$ cat src/rtl/pipe_ctrl_pkg.sv
// Shared types and constants for the pipeline hazard controller.
// The perf counters in pipe_hazard_ctrl are enabled by PIPE_CTRL_PERF_EN.
package pipe_ctrl_pkg;

  localparam int          REG_ADDR_W = 5;
  localparam logic [31:0] NOP_INSTR  = 32'h0000_0013;

  typedef enum logic [1:0] {
    RUN,
    MEM_WAIT,
    MDU_WAIT
  } ctrlState_t;

  // One bit per pipeline control pin driven by the output mux.
  typedef struct packed {
    logic pcStall;
    logic pcRedirect;
    logic ifidStall;
    logic ifidFlush;
    logic idexStall;
    logic idexFlush;
    logic exmemStall;
    logic memwbFlush;
  } ctrlVec_t;

endpackage

$ cat src/rtl/pipe_load_use_det.sv
// Combinational load-use hazard compare between the ID sources and the EX load.
module pipe_load_use_det
  import pipe_ctrl_pkg::*;
(
  input  logic [REG_ADDR_W-1:0] i_id_rs1,
  input  logic [REG_ADDR_W-1:0] i_id_rs2,
  input  logic                  i_id_use_rs1,
  input  logic                  i_id_use_rs2,
  input  logic [REG_ADDR_W-1:0] i_ex_rd,
  input  logic                  i_ex_mem_read,
  output logic                  o_lu_hazard
);

  logic w_rs1Match;
  logic w_rs2Match;

  // x0 is hardwired to zero, so a load into it never creates a dependency.
  assign w_rs1Match  = i_id_use_rs1 && (i_id_rs1 == i_ex_rd);
  assign w_rs2Match  = i_id_use_rs2 && (i_id_rs2 == i_ex_rd);
  assign o_lu_hazard = i_ex_mem_read && (i_ex_rd != '0) && (w_rs1Match || w_rs2Match);

endmodule

$ cat src/rtl/pipe_hazard_ctrl.sv
// Stall/flush sequencer for the 5-stage RV32 pipeline (Mealy controls, FSM, perf counters).
// Define PIPE_CTRL_PERF_EN to build the performance counters; otherwise perf ports read 0.
module pipe_hazard_ctrl
  import pipe_ctrl_pkg::*;
#(
  parameter int MEM_TIMEOUT = 64,
  parameter int CNT_W       = 32
) (
  input  logic                  clk,
  input  logic                  rst_n,
  input  logic [REG_ADDR_W-1:0] i_id_rs1,
  input  logic [REG_ADDR_W-1:0] i_id_rs2,
  input  logic                  i_id_use_rs1,
  input  logic                  i_id_use_rs2,
  input  logic [REG_ADDR_W-1:0] i_ex_rd,
  input  logic                  i_ex_mem_read,
  input  logic                  i_ex_redirect,
  input  logic                  i_dmem_req,
  input  logic                  i_dmem_ready,
  input  logic                  i_mdu_start,
  input  logic                  i_mdu_done,
  output logic                  o_pc_stall,
  output logic                  o_pc_redirect,
  output logic                  o_ifid_stall,
  output logic                  o_ifid_flush,
  output logic                  o_idex_stall,
  output logic                  o_idex_flush,
  output logic                  o_exmem_stall,
  output logic                  o_memwb_flush,
  output logic                  o_flush_shadow,
  output logic                  o_timeout_err,
  output logic [CNT_W-1:0]      o_perf_stall,
  output logic [CNT_W-1:0]      o_perf_flush,
  output logic [CNT_W-1:0]      o_perf_lu
);

  localparam int WAIT_W = $clog2(MEM_TIMEOUT + 1);

  ctrlState_t        r_state;
  ctrlState_t        w_nextState;
  logic [WAIT_W-1:0] r_waitCnt;
  logic [WAIT_W-1:0] w_nextWaitCnt;
  logic              r_flushShadow;
  logic              r_timeoutErr;
  logic              w_memFreeze;
  logic              w_mduHold;
  logic              w_timeout;
  logic              w_luHazard;
  ctrlVec_t          w_ctrl;

  pipe_load_use_det u_lu_det (
    .i_id_rs1      (i_id_rs1),
    .i_id_rs2      (i_id_rs2),
    .i_id_use_rs1  (i_id_use_rs1),
    .i_id_use_rs2  (i_id_use_rs2),
    .i_ex_rd       (i_ex_rd),
    .i_ex_mem_read (i_ex_mem_read),
    .o_lu_hazard   (w_luHazard)
  );

  // Wait counter defaults to zero so that every exit from MEM_WAIT clears it.
  always_comb begin
    w_nextState   = r_state;
    w_nextWaitCnt = '0;
    w_memFreeze   = 1'b0;
    w_mduHold     = 1'b0;
    w_timeout     = 1'b0;
    unique case (r_state)
      RUN: begin
        w_memFreeze = i_dmem_req && !i_dmem_ready;
        w_mduHold   = i_mdu_start && !i_mdu_done;
        if (w_memFreeze) begin
          w_nextState = MEM_WAIT;
        end else if (w_mduHold) begin
          w_nextState = MDU_WAIT;
        end
      end
      MEM_WAIT: begin
        w_memFreeze = !i_dmem_ready;
        if (i_dmem_ready) begin
          w_nextState = RUN;
        end else if (r_waitCnt == WAIT_W'(MEM_TIMEOUT - 1)) begin
          w_timeout   = 1'b1;
          w_nextState = RUN;
        end else begin
          w_nextWaitCnt = r_waitCnt + 1'b1;
        end
      end
      MDU_WAIT: begin
        w_mduHold = !i_mdu_done;
        if (i_mdu_done) begin
          w_nextState = RUN;
        end
      end
      default: w_nextState = RUN;
    endcase
  end

  // Priority: memory freeze, then redirect, then MDU wait, then load-use bubble.
  always_comb begin
    w_ctrl = '0;
    if (!rst_n) begin
      w_ctrl = '0;
    end else if (w_memFreeze || (!i_ex_redirect && w_mduHold)) begin
      w_ctrl.pcStall    = 1'b1;
      w_ctrl.ifidStall  = 1'b1;
      w_ctrl.idexStall  = 1'b1;
      w_ctrl.exmemStall = 1'b1;
      w_ctrl.memwbFlush = 1'b1;
    end else if (i_ex_redirect) begin
      w_ctrl.pcRedirect = 1'b1;
      w_ctrl.ifidFlush  = 1'b1;
      w_ctrl.idexFlush  = 1'b1;
    end else if (w_luHazard) begin
      w_ctrl.pcStall   = 1'b1;
      w_ctrl.ifidStall = 1'b1;
      w_ctrl.idexFlush = 1'b1;
    end
  end

  always_ff @(posedge clk or negedge rst_n) begin
    if (!rst_n) begin
      r_state       <= RUN;
      r_waitCnt     <= '0;
      r_flushShadow <= 1'b0;
      r_timeoutErr  <= 1'b0;
    end else begin
      r_state       <= w_nextState;
      r_waitCnt     <= w_nextWaitCnt;
      r_flushShadow <= w_ctrl.ifidFlush;
      if (w_timeout) begin
        r_timeoutErr <= 1'b1;
      end
    end
  end

`ifdef PIPE_CTRL_PERF_EN
  logic [CNT_W-1:0] r_perfStall;
  logic [CNT_W-1:0] r_perfFlush;
  logic [CNT_W-1:0] r_perfLu;
  logic             w_luBubble;

  // Only the load-use bubble stalls IF/ID without also stalling EX/MEM.
  assign w_luBubble = w_ctrl.ifidStall && !w_ctrl.exmemStall;

  always_ff @(posedge clk or negedge rst_n) begin
    if (!rst_n) begin
      r_perfStall <= '0;
      r_perfFlush <= '0;
      r_perfLu    <= '0;
    end else begin
      r_perfStall <= r_perfStall + CNT_W'(w_ctrl.pcStall);
      r_perfFlush <= r_perfFlush + CNT_W'(w_ctrl.pcRedirect);
      r_perfLu    <= r_perfLu + CNT_W'(w_luBubble);
    end
  end

  assign o_perf_stall = r_perfStall;
  assign o_perf_flush = r_perfFlush;
  assign o_perf_lu    = r_perfLu;
`else
  assign o_perf_stall = '0;
  assign o_perf_flush = '0;
  assign o_perf_lu    = '0;
`endif

  assign o_pc_stall     = w_ctrl.pcStall;
  assign o_pc_redirect  = w_ctrl.pcRedirect;
  assign o_ifid_stall   = w_ctrl.ifidStall;
  assign o_ifid_flush   = w_ctrl.ifidFlush;
  assign o_idex_stall   = w_ctrl.idexStall;
  assign o_idex_flush   = w_ctrl.idexFlush;
  assign o_exmem_stall  = w_ctrl.exmemStall;
  assign o_memwb_flush  = w_ctrl.memwbFlush;
  assign o_flush_shadow = r_flushShadow;
  assign o_timeout_err  = r_timeoutErr;

endmodule
$ cat config.mk
export PLATFORM = sky130hd
export DESIGN_NAME = pipe_hazard_ctrl
export DESIGN_NICKNAME = d
export VERILOG_FILES = /design/src/rtl/pipe_ctrl_pkg.sv /design/src/rtl/pipe_load_use_det.sv /design/src/rtl/pipe_hazard_ctrl.sv
export SDC_FILE = /design/constraint.sdc
export NUM_CORES = 1
export LEC_CHECK = 0
export CAP_MARGIN = 20
export CELL_PAD_IN_SITES_DETAIL_PLACEMENT = 0
export CELL_PAD_IN_SITES_GLOBAL_PLACEMENT = 1
export CORE_ASPECT_RATIO = 1.2
export CORE_MARGIN = 5
export CORE_UTILIZATION = 22
export DETAILED_ROUTE_END_ITERATION = 10
export GPL_TIMING_DRIVEN = 0
export PLACE_DENSITY = 0.95
export SLEW_MARGIN = 20
export SYNTH_ARGS = -nofsm -noshare
export SYNTH_HDL_FRONTEND = slang
export SYNTH_HIERARCHICAL = 1
export SYNTH_SLANG_ARGS = --single-unit
$ cat constraint.sdc
create_clock -name clk -period 3.3 [get_ports clk]
set_input_delay 0.33 -clock clk [delete_from_list [all_inputs] [get_ports clk]]
set_output_delay 0.33 -clock clk [all_outputs]
set_load 0.01 [all_outputs]
Word level (Yosys, flattened, before mapping) --
Index checks and enable logic that the tools add are counted.
Storage, ports and cells: bits of input ports 25, bits in registers 11, output and inout bits 106
Cells by class: reductions and logical operators 15, mux-type cells 24, equality and inequality tests 8, add/sub/neg operators 1
Operators with widths (count):
- 2-to-1 mux 7 bit | 3
- 2-to-1 mux 2 bit | 6
- 2-to-1 mux 1 bit | 11
- equality test 5 bit | 2
- 2-to-1 mux 8 bit | 1
- adder 7 x 1 -> 7 bit, second input constant | 1
- equality test 7 x 6 -> 1 bit, second input constant | 1
- logical AND 1 bit | 7
- inequality test 3 bit, second input constant | 2
- case mux 2 bit (3 select lines) | 1
- nonzero test 5 bit | 1
- case mux 1 bit (2 select lines) | 2
- logical NOT 1 bit | 3
- AND reduction 3 bit | 1
- equality test 2 x 1 -> 1 bit, second input constant | 1
- equality test 2 bit, second input constant | 1
- logical NOT 2 bit | 1
- logical OR 1 bit | 2
- inequality test 2 bit, second input constant | 1

Longest topological paths before layout --
word-level depth 8, gate-level depth with buffers 7

By module --
The synthesis kept the hierarchy.
Modules (own cells, without submodules):
- pipe_hazard_ctrl | area each 1287.5 um^2, cells an instance 152, instances 1
- pipe_load_use_det | area each 133.9 um^2, cells an instance 17, instances 1

Worst setup path before layout --
Ideal clock, no wire load.
path type in2out, start input i_ex_rd[0], end output o_pc_stall, data required time 2.970 ns, buffers on the path 1, setup slack 1.459 ns, arrival 1.511 ns, cell stages on the path 7, cells stage by stage xor2_1 > nor4_2 > nand3_1 > a21oi_1 > inv_1 > a211oi_2 > buf_4
On the way: cells in the longest elaborated chain, start to end 8
Ends and longest elaborated chain:
- start, declared | RTL line pipe_hazard_ctrl.sv:15 | input logic [REG_ADDR_W-1:0] i_ex_rd,
- equality test 5 bit (on tied branches) | RTL line pipe_load_use_det.sv:18, pipe_load_use_det.sv:19
- logical AND 1 bit (on tied branches) | RTL line pipe_load_use_det.sv:18, pipe_load_use_det.sv:19
- logical OR 1 bit | RTL line pipe_load_use_det.sv:20 | assign o_lu_hazard = i_ex_mem_read && (i_ex_rd != '0) && (w_rs1Match || w_rs2Match);
- logical AND 1 bit (*) | RTL line pipe_load_use_det.sv:20
- named net w_luHazard | RTL line pipe_hazard_ctrl.sv:48 | logic w_luHazard;
- 2-to-1 mux 1 bit (*) | RTL line pipe_hazard_ctrl.sv:114 | end else if (w_luHazard) begin
- 2-to-1 mux 1 bit (*) | RTL line pipe_hazard_ctrl.sv:110 | end else if (i_ex_redirect) begin
- 2-to-1 mux 1 bit (*) | RTL line pipe_hazard_ctrl.sv:104 | end else if (w_memFreeze || (!i_ex_redirect && w_mduHold)) begin
- 2-to-1 mux 8 bit (*) | RTL line pipe_hazard_ctrl.sv:102 | if (!rst_n) begin
- end, declared | RTL line pipe_hazard_ctrl.sv:22 | output logic o_pc_stall,
Mark *: on every way through the listed nets, which the timed path passes. The rest lies on a longest branch.

Final worst setup path --
Same ends and word-level chain as after synthesis.

==> flow_metrics.env <==
export IMPL_slew_viol_final=0
export IMPL_synth_area_um2=1420
export IMPL_routed_wl_um=3060
export IMPL_nets=329
export IMPL_first_global_vias=1140
export IMPL_dp_hpwl_um=2870
export IMPL_fin_skew_ns=0.00156
export IMPL_crit_top_cell="clkdlybuf4s50_1"
export IMPL_power_uw=507
export IMPL_rsz0062_at_grt="no"
export IMPL_hp_class="reg -> reg"
export IMPL_seqCellArea_um2=275
export IMPL_cp_endpoint="o_pc_stall"
export IMPL_fin_crit_sh=0.893
export IMPL_synth_top_area_cell="buf_4"
export IMPL_rows=32
export IMPL_final_cell_mix="100 x buf_4, 96 x conb_1, 34 x clkdlybuf4s50_1"
export IMPL_synth_cell_type_count=31
export IMPL_finalSetupTns_ns=0
export IMPL_firstDrtPassIters=3
export IMPL_synth_simple_gate_area_frac=0.107
export IMPL_synth_edff_count=0
export IMPL_crit_path_start="i_ex_rd[0]"
export IMPL_cts_hold_fix_buffers=0
export IMPL_grtUsageTotal=0.0715
export IMPL_grt_overflow_total=0
export IMPL_drt_vias_per_instance=2.97
export IMPL_multi_input_area_um2=741
export IMPL_start_util=0.223
export IMPL_cts_max_path_buffers=2
export IMPL_cts_tree="done"
export IMPL_status="completed"
export IMPL_top_layer="met4"
export IMPL_h_tree_depth=1
export IMPL_synth_seq_cells=11
export IMPL_p_per_area_nw_per_um2=224
export IMPL_n_antenna_cell=0
export IMPL_worstMarginPinSlew_ns=0.596
export IMPL_antenna_found_initial=0
export IMPL_worstSkewPairLatency_ns=0.24
export IMPL_grt_max_degree=15
export IMPL_cts_root_buffer="clkbuf_8"
export IMPL_vias=1151
export IMPL_post_cts_resize_count=0
export IMPL_maxCapViolations=0
export IMPL_cts_buffers=3
export IMPL_worst_path_stages=9
export IMPL_wl_met2_um=1500
export IMPL_grt_pass1_wl_um=4890
export IMPL_max_stage_delay_ns=0.53
export IMPL_synthXorXnorAreaFrac=0.0801
export IMPL_synth_top_family_by_area="buffers and inverters"
export IMPL_final_common_cell="buf_4"
export IMPL_cp_max_fo=3
export IMPL_max_freq_mhz=339
export IMPL_critPathKind="in -> out"
export IMPL_ys_seq_area_frac=0.194
export IMPL_ant_nets=0
export IMPL_rr_worst_depth=4
export IMPL_fillers=662
export IMPL_io_buffer_count=34
export IMPL_synth_top_area_frac=0.528
export IMPL_ir_worst_vdd_mv=0.0855
export IMPL_drt_iter0_drc=31
export IMPL_wire_per_inst_um=7.90
export IMPL_muxShareOfSynthArea=0
export IMPL_gp_congestion=0.778
export IMPL_slowest_stage="clkdlybuf4s50_1"
export IMPL_syn_inst=169
export IMPL_avgSynthCellArea_um2=8.41
export IMPL_path_clk_slew_ns=0.05
export IMPL_end_kind="primary output"
export IMPL_reg2reg_to="r_state[0]$_DFFE_PN0P_"
export IMPL_num_io_pins=131
export IMPL_postCtsSetupBuffers=0
export IMPL_cp_cell_sequence="clkdlybuf4s50_1 > xor2_1 > nor4_2 > nand3_1 > a21oi_1 > inv_1 > a211oi_2 > buf_4 > clkdlybuf4s50_1"
export IMPL_worstPathArrival_ns=2.62
export IMPL_cp_start_kind="primary input"
export IMPL_min_period_ns=2.95
export IMPL_hold_viol_final=0
export IMPL_synth_adder_area_share=0.00880
export IMPL_slew_headroom=0.602
export IMPL_ys_warn_count=6
export IMPL_die_area_um2=8170
export IMPL_path_buf_inv=4
export IMPL_clock_sinks=11
export IMPL_synthTopCellsByArea="buf_4 53%, dfrtp_1 19%, xor2_1 6.2%, nor2_1 2.1%, xnor2_1 1.8%"
export IMPL_met1_length_um=1050
export IMPL_ys_flop_type="dfrtp_1"
export IMPL_r2r_slack_ns=1.94
export IMPL_cp_required_ns=2.97
export IMPL_drive_gt1_frac=0.361
export IMPL_power_leakage_uw=0.00129
export IMPL_synth_compound_area_share=0.0722
export IMPL_dr_wl_met3_um=482
export IMPL_coreArea_um2=6370
export IMPL_async_flop_share=1.00
export IMPL_crit_family="buffers and inverters"
export IMPL_setup_violations_final=0
export IMPL_reg2reg_from="r_waitCnt[0]$_DFF_PN0_"
export IMPL_syn_to_final_growth_pct=59.7
export IMPL_die_x_um=83.4
export IMPL_die_h_um=98.1
export IMPL_drc=0
-- metal layers --
metal,global-route usage,vias up
met5,0,-
li1,-,614
met4,0.0226,0
met2,0.125,84
met1,0.0711,449
met3,0.0422,4
-- how the worst min path moves through the flow --
| stage | start | end | slack [ns] | cells past startpoint |
|---|---|---|---|---|
| floorplan | rst_n | o_flush_shadow$_DFF_PN0_ | 0.03 | 0 |
| global placement | o_timeout_err$_DFFE_PN0P_ | o_timeout_err$_DFFE_PN0P_ | 0.45 | 1 |
| detailed placement | o_timeout_err$_DFFE_PN0P_ | o_timeout_err$_DFFE_PN0P_ | 0.45 | 1 |
| CTS | o_timeout_err$_DFFE_PN0P_ | o_timeout_err$_DFFE_PN0P_ | 0.46 | 1 |
| global route | r_waitCnt[0]$_DFF_PN0_ | r_waitCnt[0]$_DFF_PN0_ | 0.50 | 1 |
| finish | o_timeout_err$_DFFE_PN0P_ | o_timeout_err$_DFFE_PN0P_ | 0.45 | 1 |
-- Yosys cell counts (2+ instances only) --
library cell,count
xnor2_1,3
o21ai_1,2
buf_4,100
a21oi_1,3
and2_1,2
nand2b_1,2
nand2_1,2
nand3_1,4
xor2_1,10
nor2_1,8
dfrtp_1,11
inv_1,3
-- flip-flops by register name, indices dropped and copies added (netlist names) --
register / cells
r_waitCnt: 7
r_state: 2
o_flush_shadow: 1
o_timeout_err: 1
-- logic make-up after synthesis --
group           count (synthesis)
compound gates                 13
xor+xnor                       13
other cells                     1
buf+inv                       103
fa+ha+maj                       1
flops                          11
simple gates                   27
-- per-stage QoR --
| step | cell area [µm²] | worst slack, ns | util | hold slack [ns] | instances |
|---|---|---|---|---|---|
| floorplan | 1780 | 1.46 | - | 0.0344 | 264 |
| finish | 2270 | 0.354 | 0.357 | 0.455 | 387 |
| global placement | 2220 | 0.316 | 0.349 | 0.447 | 383 |
| CTS | 2270 | 0.300 | 0.357 | 0.462 | 387 |
| detailed placement | 2220 | 0.316 | 0.349 | 0.451 | 383 |
| global route | 2270 | 0.151 | 0.357 | 0.495 | 387 |
-- area by class of cell --
class                           instances  area share
Sequential cell                        11       0.121
Inverter                                3     0.00496
Timing Repair Buffer                   34       0.150
Multi-Input combinational cell        150       0.326
Tap cell                               85      0.0469
Clock buffer                            4      0.0198
Buffer                                100       0.331
-- power breakdown --
group | internal [µW] | switching, µW
Combinational | 129 | 101
Sequential | 139 | 4.02
Clock | 84.8 | 49.9
Total | 352 | 155
Power figures use the tool's default switching activity.
